### src/rtl/axis_pkg.sv
// ---------------------------------------------------------------------------
// axis_pkg
// Shared AXI4-Stream definitions for the 2-port stream mux/demux family.
//   axis_state_t : frame-tracking state (IDLE, ACTIVE, DROP)
//   axis_beat_t  : one stream beat in the default configuration
//                  (32-bit data, 4-bit keep, 8-bit id/dest, 1-bit user).
//                  Parameterized modules build a local equivalent sized from
//                  their own parameters.
// ---------------------------------------------------------------------------
package axis_pkg;

  localparam int AXIS_DATA_W = 32;
  localparam int AXIS_KEEP_W = AXIS_DATA_W / 8;
  localparam int AXIS_ID_W   = 8;
  localparam int AXIS_DEST_W = 8;
  localparam int AXIS_USER_W = 1;

  typedef enum logic [1:0] {
    IDLE   = 2'd0,  // no frame open, next beat starts a frame
    ACTIVE = 2'd1,  // frame open, beats follow the latched port
    DROP   = 2'd2   // frame open, beats are consumed and discarded
  } axis_state_t;

  typedef struct packed {
    logic [AXIS_DATA_W-1:0] data;
    logic [AXIS_KEEP_W-1:0] keep;
    logic                   last;
    logic [AXIS_ID_W-1:0]   id;
    logic [AXIS_DEST_W-1:0] dest;
    logic [AXIS_USER_W-1:0] user;
  } axis_beat_t;

endpackage

### src/rtl/axis_skid_reg.sv
// ---------------------------------------------------------------------------
// axis_skid_reg
// Two-entry valid/ready register slice: an output register plus a temp
// (skid) register, with a registered s_ready. Sustains one beat per cycle
// and absorbs at most two beats while m_ready is held low.
// Ports:
//   clk, rst        clock, asynchronous active-low reset
//   s_data/s_valid  input beat; s_valid must only be asserted while s_ready
//   s_ready         registered ready toward the source
//   m_data/m_valid  output beat, held stable until m_ready
//   m_ready         ready from the consumer of the output register
// ---------------------------------------------------------------------------
module axis_skid_reg #(
  parameter int WIDTH = 8
) (
  input  logic             clk,
  input  logic             rst,
  input  logic [WIDTH-1:0] s_data,
  input  logic             s_valid,
  output logic             s_ready,
  output logic [WIDTH-1:0] m_data,
  output logic             m_valid,
  input  logic             m_ready
);

  logic             out_valid_q, out_valid_d;
  logic             temp_valid_q, temp_valid_d;
  logic             ready_q, ready_d;
  logic [WIDTH-1:0] out_q, temp_q;
  logic             in_to_out, in_to_temp, temp_to_out;

  always_comb begin
    // NOTE: every signal written here gets a default first, so no path can
    // leave one unassigned and infer a latch.
    out_valid_d  = out_valid_q;
    temp_valid_d = temp_valid_q;
    in_to_out    = 1'b0;
    in_to_temp   = 1'b0;
    temp_to_out  = 1'b0;

    // Ready next cycle unless the temp slot is (or is about to be) occupied
    // while the output register cannot drain.
    ready_d = m_ready || (!temp_valid_q && (!out_valid_q || !s_valid));

    if (ready_q) begin
      // Temp is empty whenever ready_q is high.
      if (m_ready || !out_valid_q) begin
        out_valid_d = s_valid;
        in_to_out   = s_valid;
      end else begin
        temp_valid_d = s_valid;
        in_to_temp   = s_valid;
      end
    end else if (m_ready || !out_valid_q) begin
      out_valid_d  = temp_valid_q;
      temp_valid_d = 1'b0;
      temp_to_out  = temp_valid_q;
    end
  end

  // NOTE: state registers use non-blocking assignments so every flop samples
  // the pre-edge values regardless of statement order.
  always_ff @(posedge clk or negedge rst) begin
    if (!rst) begin
      out_valid_q  <= 1'b0;
      temp_valid_q <= 1'b0;
      ready_q      <= 1'b0;
    end else begin
      out_valid_q  <= out_valid_d;
      temp_valid_q <= temp_valid_d;
      ready_q      <= ready_d;
    end
  end

  // NOTE: payload registers are reset too because the outputs must read zero
  // during reset; loads are qualified by valid so an idle output keeps its
  // last beat.
  always_ff @(posedge clk or negedge rst) begin
    if (!rst) begin
      out_q  <= '0;
      temp_q <= '0;
    end else begin
      if (in_to_out)        out_q <= s_data;
      else if (temp_to_out) out_q <= temp_q;
      if (in_to_temp)       temp_q <= s_data;
    end
  end

  assign s_ready = ready_q;
  assign m_valid = out_valid_q;
  assign m_data  = out_q;

endmodule

### src/rtl/axis_demux_2port.sv
// ---------------------------------------------------------------------------
// axis_demux_2port
// AXI4-Stream 1-to-2 frame demultiplexer. The destination port is sampled
// from `select` on the first beat of each frame and held until tlast. Beats
// pass through an axis_skid_reg (1-cycle latency, full throughput,
// registered ready) carrying the port bit alongside the payload.
// Ports:
//   clk, rst                 clock, asynchronous active-low reset
//   s_axis_*                 input stream (tready is an output)
//   m00_axis_*, m01_axis_*   output streams (tready are inputs)
//   enable                   permits a new frame to start
//   select                   destination port, sampled at frame start
//   drop                     (AXIS_DEMUX_DROP_EN only) discard the frame,
//                            sampled at frame start
// Build option: define AXIS_DEMUX_DROP_EN to add the drop port and DROP state.
// ---------------------------------------------------------------------------
module axis_demux_2port
  import axis_pkg::*;
#(
  parameter int DATA_WIDTH  = 32,
  parameter bit KEEP_ENABLE = (DATA_WIDTH > 8),
  parameter int KEEP_WIDTH  = DATA_WIDTH / 8,
  parameter bit ID_ENABLE   = 1'b0,
  parameter int ID_WIDTH    = 8,
  parameter bit DEST_ENABLE = 1'b0,
  parameter int DEST_WIDTH  = 8,
  parameter bit USER_ENABLE = 1'b1,
  parameter int USER_WIDTH  = 1
) (
  input  logic                  clk,
  input  logic                  rst,

  input  logic [DATA_WIDTH-1:0] s_axis_tdata,
  input  logic [KEEP_WIDTH-1:0] s_axis_tkeep,
  input  logic                  s_axis_tvalid,
  output logic                  s_axis_tready,
  input  logic                  s_axis_tlast,
  input  logic [ID_WIDTH-1:0]   s_axis_tid,
  input  logic [DEST_WIDTH-1:0] s_axis_tdest,
  input  logic [USER_WIDTH-1:0] s_axis_tuser,

  output logic [DATA_WIDTH-1:0] m00_axis_tdata,
  output logic [KEEP_WIDTH-1:0] m00_axis_tkeep,
  output logic                  m00_axis_tvalid,
  input  logic                  m00_axis_tready,
  output logic                  m00_axis_tlast,
  output logic [ID_WIDTH-1:0]   m00_axis_tid,
  output logic [DEST_WIDTH-1:0] m00_axis_tdest,
  output logic [USER_WIDTH-1:0] m00_axis_tuser,

  output logic [DATA_WIDTH-1:0] m01_axis_tdata,
  output logic [KEEP_WIDTH-1:0] m01_axis_tkeep,
  output logic                  m01_axis_tvalid,
  input  logic                  m01_axis_tready,
  output logic                  m01_axis_tlast,
  output logic [ID_WIDTH-1:0]   m01_axis_tid,
  output logic [DEST_WIDTH-1:0] m01_axis_tdest,
  output logic [USER_WIDTH-1:0] m01_axis_tuser,

  input  logic                  enable,
  input  logic                  select
`ifdef AXIS_DEMUX_DROP_EN
  ,
  input  logic                  drop
`endif
);

  typedef struct packed {
    logic [DATA_WIDTH-1:0] data;
    logic [KEEP_WIDTH-1:0] keep;
    logic                  last;
    logic [ID_WIDTH-1:0]   id;
    logic [DEST_WIDTH-1:0] dest;
    logic [USER_WIDTH-1:0] user;
  } port_beat_t;

  typedef struct packed {
    logic       sel;   // destination port of this beat
    port_beat_t beat;
  } routed_beat_t;

  localparam int BEAT_W = $bits(routed_beat_t);

  axis_state_t  state_q, state_d;
  logic         sel_q;
  logic         beat_sel;       // port for the beat currently offered
  logic         frame_drop;     // beat currently offered is discarded
  logic         accept;
  logic         skid_ready;
  logic         skid_in_valid;
  routed_beat_t in_beat, out_beat;
  logic [BEAT_W-1:0] out_vec;
  logic         out_valid, out_ready;
  port_beat_t   hold0_q, hold1_q;

  // ---------------- FSM: state register ----------------
  always_ff @(posedge clk or negedge rst) begin
    if (!rst) begin
      state_q <= IDLE;
      sel_q   <= 1'b0;
    end else begin
      state_q <= state_d;
      if (state_q == IDLE && accept) sel_q <= select;
    end
  end

  // ---------------- FSM: next state ----------------
  always_comb begin
    state_d = state_q;
    unique case (state_q)
      IDLE: begin
        // Single-beat frames never leave IDLE, so select is re-sampled
        // on every beat.
        if (accept && !s_axis_tlast) begin
`ifdef AXIS_DEMUX_DROP_EN
          state_d = drop ? DROP : ACTIVE;
`else
          state_d = ACTIVE;
`endif
        end
      end
      ACTIVE: if (accept && s_axis_tlast) state_d = IDLE;
`ifdef AXIS_DEMUX_DROP_EN
      DROP:   if (accept && s_axis_tlast) state_d = IDLE;
`endif
      default: state_d = IDLE;
    endcase
  end

  // ---------------- FSM: outputs ----------------
  always_comb begin
    s_axis_tready = 1'b0;
    beat_sel      = sel_q;
    frame_drop    = 1'b0;
    unique case (state_q)
      IDLE: begin
        beat_sel = select;
`ifdef AXIS_DEMUX_DROP_EN
        // A dropped frame bypasses the output stage, so it ignores its ready.
        frame_drop    = drop;
        s_axis_tready = enable && (skid_ready || drop);
`else
        s_axis_tready = enable && skid_ready;
`endif
      end
      // enable only gates frame start; an open frame always continues.
      ACTIVE: s_axis_tready = skid_ready;
`ifdef AXIS_DEMUX_DROP_EN
      DROP: begin
        frame_drop    = 1'b1;
        s_axis_tready = 1'b1;
      end
`endif
      default: ;
    endcase
  end

  assign accept        = s_axis_tvalid && s_axis_tready;
  assign skid_in_valid = accept && !frame_drop;

  always_comb begin
    in_beat           = '0;
    in_beat.sel       = beat_sel;
    in_beat.beat.data = s_axis_tdata;
    in_beat.beat.keep = s_axis_tkeep;
    in_beat.beat.last = s_axis_tlast;
    in_beat.beat.id   = s_axis_tid;
    in_beat.beat.dest = s_axis_tdest;
    in_beat.beat.user = s_axis_tuser;
  end

  axis_skid_reg #(
    .WIDTH (BEAT_W)
  ) u_skid (
    .clk     (clk),
    .rst     (rst),
    .s_data  (in_beat),
    .s_valid (skid_in_valid),
    .s_ready (skid_ready),
    .m_data  (out_vec),
    .m_valid (out_valid),
    .m_ready (out_ready)
  );

  assign out_beat  = out_vec;
  assign out_ready = out_beat.sel ? m01_axis_tready : m00_axis_tready;

  // Each port shows the shared output register while it is the routed port;
  // otherwise it shows the last beat it presented, captured here.
  always_ff @(posedge clk or negedge rst) begin
    if (!rst) begin
      hold0_q <= '0;
      hold1_q <= '0;
    end else if (out_beat.sel) begin
      hold1_q <= out_beat.beat;
    end else begin
      hold0_q <= out_beat.beat;
    end
  end

  port_beat_t p0, p1;
  assign p0 = out_beat.sel ? hold0_q : out_beat.beat;
  assign p1 = out_beat.sel ? out_beat.beat : hold1_q;

  assign m00_axis_tvalid = out_valid && !out_beat.sel;
  assign m00_axis_tdata  = p0.data;
  assign m00_axis_tkeep  = KEEP_ENABLE ? p0.keep : '1;
  assign m00_axis_tlast  = p0.last;
  assign m00_axis_tid    = ID_ENABLE   ? p0.id   : '0;
  assign m00_axis_tdest  = DEST_ENABLE ? p0.dest : '0;
  assign m00_axis_tuser  = USER_ENABLE ? p0.user : '0;

  assign m01_axis_tvalid = out_valid && out_beat.sel;
  assign m01_axis_tdata  = p1.data;
  assign m01_axis_tkeep  = KEEP_ENABLE ? p1.keep : '1;
  assign m01_axis_tlast  = p1.last;
  assign m01_axis_tid    = ID_ENABLE   ? p1.id   : '0;
  assign m01_axis_tdest  = DEST_ENABLE ? p1.dest : '0;
  assign m01_axis_tuser  = USER_ENABLE ? p1.user : '0;

endmodule

### config.mk
export PLATFORM = sky130hd
export DESIGN_NAME = axis_demux_2port
export DESIGN_NICKNAME = d
export VERILOG_FILES = /design/src/rtl/axis_pkg.sv /design/src/rtl/axis_skid_reg.sv /design/src/rtl/axis_demux_2port.sv
export SDC_FILE = /design/constraint.sdc
export NUM_CORES = 1
export LEC_CHECK = 0
export CAP_MARGIN = 10
export CORE_ASPECT_RATIO = 1.25
export CORE_MARGIN = 2
export CORE_UTILIZATION = 49
export DETAILED_ROUTE_END_ITERATION = 12
export HOLD_SLACK_MARGIN = 0.1
export PLACE_DENSITY = 0.9
export SLEW_MARGIN = 20
export SYNTH_ARGS = -nofsm -noshare
export SYNTH_HDL_FRONTEND = slang
export SYNTH_SLANG_ARGS = --single-unit
### constraint.sdc
create_clock -name clk -period 1.9 [get_ports clk]
set_clock_uncertainty 0.1 [all_clocks]
set_input_delay 0.475 -clock clk [delete_from_list [all_inputs] [get_ports clk]]
set_output_delay 0.475 -clock clk [all_outputs]
set_load 0.005 [all_outputs]
==> flow_summary.toml, run 1 <==
[critical_path]
critPathMaxFanout = 8
worstPathRequired_ns = 1.32
crit_arrival_ns = 1.71
cp-end-kind = "primary output"
crit_path_top_delay_cell = "dfrtp_4"
cpPeakStageDelay_ns = 0.51
path_cells = "buf_12 -> buf_16 -> mux2_4 -> buf_6"
path_class = "reg2out"
worstSetupStartpointType = "register"

[final_layout]
postLayoutCellArea_sq_um = 9637
mostFrequentLayoutCells = "157 x dfrtp_1, 105 x mux2_2, 90 x mux2_4"
instances_no_fill = 793
num-fill-cells = 819
seq_area_sq_um = 3984
drive_gt1_share_pct = 60.29
multi_input_area_sq_um = 2814
n_antenna_cell = 0
layout_commonest_cell = "dfrtp_1"
layout.nets = 670
area_delta_synth_final_pct = 44.42

[worst_hold_path]
hold_class = "reg2reg"

[grt]
globalRoute.totalOverflow = 0
grt_pass1_wl_um = 26230
grt_antenna_before_repair = 0
grt_pass1_vias = 4648
grt_max_degree = 45
track_usage_pct = 24.36

[clock_tree]
clk_latency_ns = 0.43
cts_buffer_depth = 2
clockRootBuffer = "clkbuf_16"
cts.clk_slew.worst_paths_ns = 0.06
cts_tree = "yes"
cts-htree-levels = 4
cts_made_buffers = 17
cts.sinks = 159

[logic_synthesis]
synthTopCellsByArea = "dfrtp_1 60%, mux2_2 31%, buf_4 3.9%"
synth_area_sq_um = 6673
synth_area_leader_cell = "dfrtp_1"
netlist_instances = 426
yosysWarnings = 0
ys_seq_area_share_pct = 59.63
netlist.area_leader.share_pct = 59.63
synth.avg_cell_area_sq_um = 15.66
ys_types = 22
synth.ff_latch_count = 159

[floorplan]
die_h_um = 134.5
dieArea_sq_um = 14570
die_w_um = 108.4
io_pins = 172
core_area_sq_um = 13290
initial_core_util_pct = 50.21
row_count = 47

[drt]
drc_errors = 0
vias_per_cell = 5.131
wirelength_um = 16620
num_vias = 4069
drtAntennaViolNets = 0
routedWlPerCell_um = 20.95
drtIter0Drc = 141
drtPass1Iterations = 4

[placement]
hpwl_um = 9376
placed_cells = 715
io_buffers = 123
gp_congestion = 0.7249
placed_area_sq_um = 8148

[pwr]
ir_drop_uv = 1076
power.leakage_nw = 4.543
power-per-cell-area_nw_per_um2 = 2014

[sta]
timing.hold.ws_ns = 0.3888
setup_viol = 157
rsz0062_at_grt = "true"
post-route-period-util_pct = 120.5
setup_tns_ns = -51.11
drv_slew = 0
max_freq_ghz = 0.4368
fin_ws_ns = -0.3895
layout_min_cycle_time_ns = 2.290
hold_violations = 0

[outcome]
violations = "negative setup slack"
outcome = "finished, violations left"

[flow_run]
drv_cap = 0
## state kept, by name (all words and copies together), names as in the netlist
| register | flops |
|---|---|
| hold1_q | 38 |
| u_skid.m_data | 39 |
| u_skid.temp_valid_q | 1 |
| hold0_q | 38 |
| u_skid.s_ready | 1 |
| u_skid.temp_q | 39 |
| u_skid.m_valid | 1 |
| sel_q | 1 |
| state_q | 1 |
## stage by stage
| step | power (W) | util, % | worst slack [ns] |
|---|---|---|---|
| floorplan | 0.009717 | - | 0.09401 |
| global placement | 0.01304 | 61.31 | -0.4791 |
| detailed placement | 0.01351 | 61.31 | -0.4996 |
| CTS | 0.01948 | 73.47 | -0.4702 |
| global route | 0.02045 | 72.51 | -0.4218 |
| finish | 0.01941 | 72.51 | -0.3895 |
## critical path, delay by kind of cell (launching register included)
kind                   cells  cell delay, ns
flip-flops                 1            0.51
buffers and inverters      3            0.45
multiplexers               1            0.32
## layout make-up
| type | instances | area share [%] |
|---|---|---|
| Sequential cell | 159 | 41.34 |
| Multi-Input combinational cell | 245 | 29.20 |
| Timing Repair Buffer | 186 | 21.35 |
| Clock buffer | 20 | 4.739 |
| Tap cell | 171 | 2.220 |
| Clock inverter | 12 | 1.156 |
## synthesized netlist by cell type
cell	number
a22oi_2	1
clkbuf_1	6
a21oi_1	1
nand3_1	1
dfrtp_1	159
and2_1	2
nor2_1	2
mux2_1	10
mux2i_4	1
conb_1	1
mux2_2	185
o211ai_2	1
mux2i_1	1
buf_2	10
nand2_1	3
buf_4	35
o21a_1	1
a21boi_0	1
nor2b_1	1
o211a_1	1
nand2b_1	1
buf_6	2
## kinds of logic after synthesis
| kind of cell | synth area share (%) |
|---|---|
| simple gates | 0.7313 |
| mux | 33.40 |
| other cells | 0.05620 |
| flops | 59.63 |
| compound gates | 0.8250 |
| buf+inv | 5.363 |
## where the power goes
group,switching (W),leakage (nW),internal [W]
Combinational,0.00347,2.38,0.00657
Sequential,0.000958,1.90,0.00516
Clock,0.00137,0.261,0.00187
Total,0.00580,4.54,0.0136
## path summary, 6_finish.rpt
kind / start / endpoint / slack [ns] / depth (start not counted)
worst max register to register: u_skid.m_data[54]$_DFFE_PN0P_ / u_skid.temp_q[21]$_DFFE_PN0P_ / -0.38 / 9
worst min register to register: hold0_q[25]$_DFF_PN0_ / hold0_q[25]$_DFF_PN0_ / 0.39 / 1
min in group asynchronous: rst / u_skid.temp_q[28]$_DFFE_PN0P_ / 0.46 / 2
worst max-delay path: u_skid.m_data[54]$_DFFE_PN0P_ / m00_axis_tdata[30] / -0.39 / 4
worst min-delay path: hold0_q[25]$_DFF_PN0_ / hold0_q[25]$_DFF_PN0_ / 0.39 / 1
max in group asynchronous: rst / u_skid.m_data[38]$_DFFE_PN0P_ / 0.64 / 3
## metal layers
metal | share of wire, % | track usage, %
met1 | 39 | 29.05
met2 | 54 | 42.49
met3 | 4.6 | 5.454
met4 | 2.1 | 9.900
met5 | 0 | 0
## timing repair
item                       4_1_cts  5_1_grt
hold endpoints to repair        40        0
setup buffers                   25       15
cloned                          16        1
hold buffers                     1        0
pin swaps                        1        1
setup endpoints to repair      157      158
gates resized for setup        448       39
No activity file was read; power rests on OpenSTA's default activity.
==> run 2, diff against run 1 <==
- MAX_ROUTING_LAYER: not set -> met4
- PLACE_DENSITY: 0.9 -> 0.8
- SLEW_MARGIN: 20 -> not set
==> flow_summary.toml, run 2 (same netlist as run 1, synthesis figures left out) <==
[critical_path]
path_class = "reg2out"
worstSetupStartpointType = "register"
cp-end-kind = "primary output"
crit_arrival_ns = 1.80
critPathMaxFanout = 7
worstPathRequired_ns = 1.32

[sta]
rsz0062_at_grt = "true"
post-route-period-util_pct = 125.2
hold_violations = 0
timing.hold.ws_ns = 0.3920
drv_slew = 0
max_freq_ghz = 0.4205
fin_ws_ns = -0.4782
layout_min_cycle_time_ns = 2.378
setup_viol = 157

[drt]
drtAntennaViolNets = 0
vias_per_cell = 5.218
routedWlPerCell_um = 20.34
drc_errors = 0
wirelength_um = 16110
drtIter0Drc = 118
num_vias = 4133
drtPass1Iterations = 5

[final_layout]
layout.nets = 669
n_antenna_cell = 0
instances_no_fill = 792
drive_gt1_share_pct = 57.49
num-fill-cells = 874
area_delta_synth_final_pct = 41.95
mostFrequentLayoutCells = "157 x dfrtp_1, 152 x mux2_2, 43 x mux2_4"
layout_commonest_cell = "dfrtp_1"

[grt]
grt_max_degree = 47
track_usage_pct = 24.05
grt_pass1_vias = 4681
grt_pass1_wl_um = 25120
globalRoute.totalOverflow = 0
grt_antenna_before_repair = 0

[floorplan]
initial_core_util_pct = 50.21
io_pins = 172
die_w_um = 108.4
row_count = 47
dieArea_sq_um = 14570
core_area_sq_um = 13290
die_h_um = 134.5

[placement]
placed_cells = 720
gp_congestion = 0.7321
hpwl_um = 9480
io_buffers = 123

[clock_tree]
clk_latency_ns = 0.43
cts_tree = "yes"
cts_made_buffers = 17
clockRootBuffer = "clkbuf_16"
cts.sinks = 159
cts_buffer_depth = 2
cts-htree-levels = 4
cts.clk_slew.worst_paths_ns = 0.06

[pwr]
power-per-cell-area_nw_per_um2 = 1960
power.leakage_nw = 4.384
ir_drop_uv = 1065

[flow_run]
drv_cap = 0

[outcome]
violations = "negative setup slack"
outcome = "finished, violations left"

[worst_hold_path]
hold_class = "reg2reg"
-- run 2: cell count changes in the layout (fill, tap and decap cells not counted), sizes merged --
cell           change
buf               -19
bufinv             +3
clkbuf             +5
clkdlybuf4s15      +5
clkinv             -2
clkinvlp           -2
dlygate4sd2       +11
inv                -2
-- run 2: critical path, cell delays in order, from the launching register on --
cell and delay, ns:
dfrtp_4 0.55, buf_6 0.17, buf_16 0.13, buf_6 0.11, mux2_4 0.30, buf_6 0.12
-- run 2: final cells by class --
class                   count  area, sq um  area share, %
clock inverters             9        155.1          1.638
multi-input cells         245         2635          27.82
well taps                 171        214.0          2.259
repair buffers            185         1996          21.07
clock buffers              23        488.0          5.152
flip-flops and latches    159         3984          42.06
-- run 2: worst paths after layout --
check                                              start                       endpoint  depth (start not counted)  slack, ns
setup reg to reg           u_skid.m_data[54]$_DFFE_PN0P_  u_skid.m_data[38]$_DFFE_PN0P_                          8      -0.32
min in group asynchronous                            rst          hold1_q[52]$_DFF_PN0_                          2       0.44
hold reg to reg                    hold1_q[22]$_DFF_PN0_          hold1_q[22]$_DFF_PN0_                          1       0.39
setup / recovery           u_skid.m_data[54]$_DFFE_PN0P_             m00_axis_tdata[30]                          5      -0.48
hold / removal                     hold1_q[22]$_DFF_PN0_          hold1_q[22]$_DFF_PN0_                          1       0.39
max in group asynchronous                            rst          hold0_q[23]$_DFF_PN0_                          3       0.64
-- run 2: layer usage --
layer  global-route usage (%)  vias up  part of all wire [%]
met2                    40.67      130                    55
met4                    12.46        0                   2.9
met5                        -        -                     0
li1                         -     1813                     -
met3                    4.875       32                   3.8
met1                    26.80     2158                    39
-- run 2: power by group --
part           internal, W  total (W)  switching (W)
logic              0.00564    0.00884        0.00320
registers          0.00516    0.00604       0.000886
clock network      0.00234    0.00368        0.00134
total               0.0131     0.0186        0.00543
-- run 2: per-stage QoR --
step / total power (W) / util, % / TNS, ns / setup WS (ns) / instance area [sq um]
floorplan: 0.009717 / - / 0 / 0.09401 / 6789
global placement: 0.01309 / 61.31 / -42.03 / -0.4737 / 8148
detailed placement: 0.01353 / 61.31 / -45.85 / -0.5366 / 8148
CTS: 0.01847 / 71.02 / -50.92 / -0.5502 / 9439
global route: 0.01953 / 71.27 / -57.66 / -0.5217 / 9472
finish: 0.01856 / 71.27 / -49.49 / -0.4782 / 9472
-- run 2: timing repair --
item	4_1_cts	5_1_grt
gates resized for setup	342	32
setup buffers	22	10
gates cloned	12	2
endpoints found under the hold margin	41	0
hold buffers	1	0
pin swaps	1	0
setup endpoints to repair	157	158
==> run 3, diff against run 2 <==
- MAX_ROUTING_LAYER: met4 -> not set
==> flow_summary.toml, run 3 (same netlist as run 1, synthesis figures left out) <==
[outcome]
outcome = "finished, violations left"
violations = "negative setup slack"

[pwr]
power.leakage_nw = 4.384
ir_drop_uv = 1066
power-per-cell-area_nw_per_um2 = 1959

[final_layout]
seq_area_sq_um = 3984
drive_gt1_share_pct = 57.49
num-fill-cells = 874
area_delta_synth_final_pct = 41.95
mostFrequentLayoutCells = "157 x dfrtp_1, 152 x mux2_2, 43 x mux2_4"
n_antenna_cell = 0
multi_input_area_sq_um = 2635
fin_util_pct = 71.27
layout.nets = 669
layout_commonest_cell = "dfrtp_1"

[floorplan]
die_w_um = 108.4
row_count = 47
die_h_um = 134.5
core_area_sq_um = 13290
io_pins = 172
dieArea_sq_um = 14570
initial_core_util_pct = 50.21

[sta]
drv_slew = 0
post-route-period-util_pct = 125.4
hold_violations = 0
layout_min_cycle_time_ns = 2.382
setup_viol = 157
max_freq_ghz = 0.4198
fin_ws_ns = -0.4820
rsz0062_at_grt = "true"

[clock_tree]
cts_buffer_depth = 2
clockRootBuffer = "clkbuf_16"
cts-htree-levels = 4
cts.clk_slew.worst_paths_ns = 0.06
cts.sinks = 159
clk_latency_ns = 0.42
cts_made_buffers = 17
cts_tree = "yes"

[critical_path]
crit_family = "flip-flops"
cpMostUsedCell = "buf_6"
r2r-start = "u_skid.m_data[54]$_DFFE_PN0P_"
worstSetupStartpointType = "register"
critPathMaxFanout = 7
worstPathRequired_ns = 1.32
crit_buf_inv = 4
cpPeakStageDelay_ns = 0.55
crit_path_top_delay_cell = "dfrtp_4"
path_cells = "buf_6 -> buf_16 -> buf_6 -> mux2_4 -> buf_6"
crit_path_start = "u_skid.m_data[54]$_DFFE_PN0P_"
path_class = "reg2out"
cp-end-kind = "primary output"
crit_arrival_ns = 1.81

[drt]
wirelength_um = 16090
drtIter0Drc = 107
drtAntennaViolNets = 0
routedWlPerCell_um = 20.32
drc_errors = 0
drtPass1Iterations = 5
vias_per_cell = 5.213
num_vias = 4129

[flow_run]
drv_cap = 0

[grt]
grt_max_degree = 47
grt_pass1_vias = 4679
globalRoute.totalOverflow = 0
track_usage_pct = 23.38
grt_antenna_before_repair = 0
grt_pass1_wl_um = 25160

[placement]
gp_congestion = 0.7236
dp_slack_ns = -0.5366
hpwl_um = 9480
io_buffers = 123

[worst_hold_path]
hold_class = "reg2reg"
hp-start = "hold1_q[22]$_DFF_PN0_"
-- run 3: cell counts in the layout (fill, tap and decap cells not counted) --
Identical to the previous run, type by type.
-- run 3: where the power goes --
part           switching [W]  internal [W]  total [W]
clock                0.00133       0.00234    0.00367
combinational        0.00320       0.00564    0.00884
sequential          0.000886       0.00516    0.00605
-- run 3: final timing paths --
check                                                      to  slack [ns]  depth (start not counted)
worst max-delay path                       m00_axis_tdata[30]       -0.48                          5
worst min-delay path                    hold1_q[22]$_DFF_PN0_        0.39                          1
worst max register to register  u_skid.m_data[38]$_DFFE_PN0P_       -0.32                          8
worst min register to register          hold1_q[22]$_DFF_PN0_        0.39                          1
max in group asynchronous               hold0_q[29]$_DFF_PN0_        0.65                          3
min in group asynchronous               hold1_q[52]$_DFF_PN0_        0.45                          2
-- run 3: per-stage QoR --
step | TNS [ns] | cell area, sq um | power [W] | hold WS, ns | cells
2_1_floorplan | 0 | 6789 | 0.009717 | 0.07941 | 457
5_1_grt | -57.96 | 9472 | 0.01952 | 0.4042 | 792
3_5_place_dp | -45.85 | 8148 | 0.01353 | 0.3309 | 720
4_1_cts | -50.92 | 9439 | 0.01847 | 0.3907 | 786
6_report | -50.22 | 9472 | 0.01856 | 0.3921 | 792
3_3_place_gp | -42.03 | 8148 | 0.01309 | 0.3284 | 720
-- run 3: routing by layer --
metal	global-route usage (%)	wire length, um
met1	26.70	6189
met2	40.81	8845
met3	5.068	595
met4	12.25	460
met5	0	0
-- run 3: repair_timing --
item,4_1_cts,5_1_grt
resized for setup,342,32
gates cloned,12,2
pin swaps,1,0
setup endpoints to repair,157,158
hold buffers,1,0
hold endpoints to repair,41,0
setup buffers,22,10
-- run 3: area by class of cell --
| cell class | instances | area share, % |
|---|---|---|
| flip-flops and latches | 159 | 42.06 |
| well taps | 171 | 2.259 |
| clock buffers | 23 | 5.152 |
| multi-input cells | 245 | 27.82 |
| clock inverters | 9 | 1.638 |
| repair buffers | 185 | 21.07 |
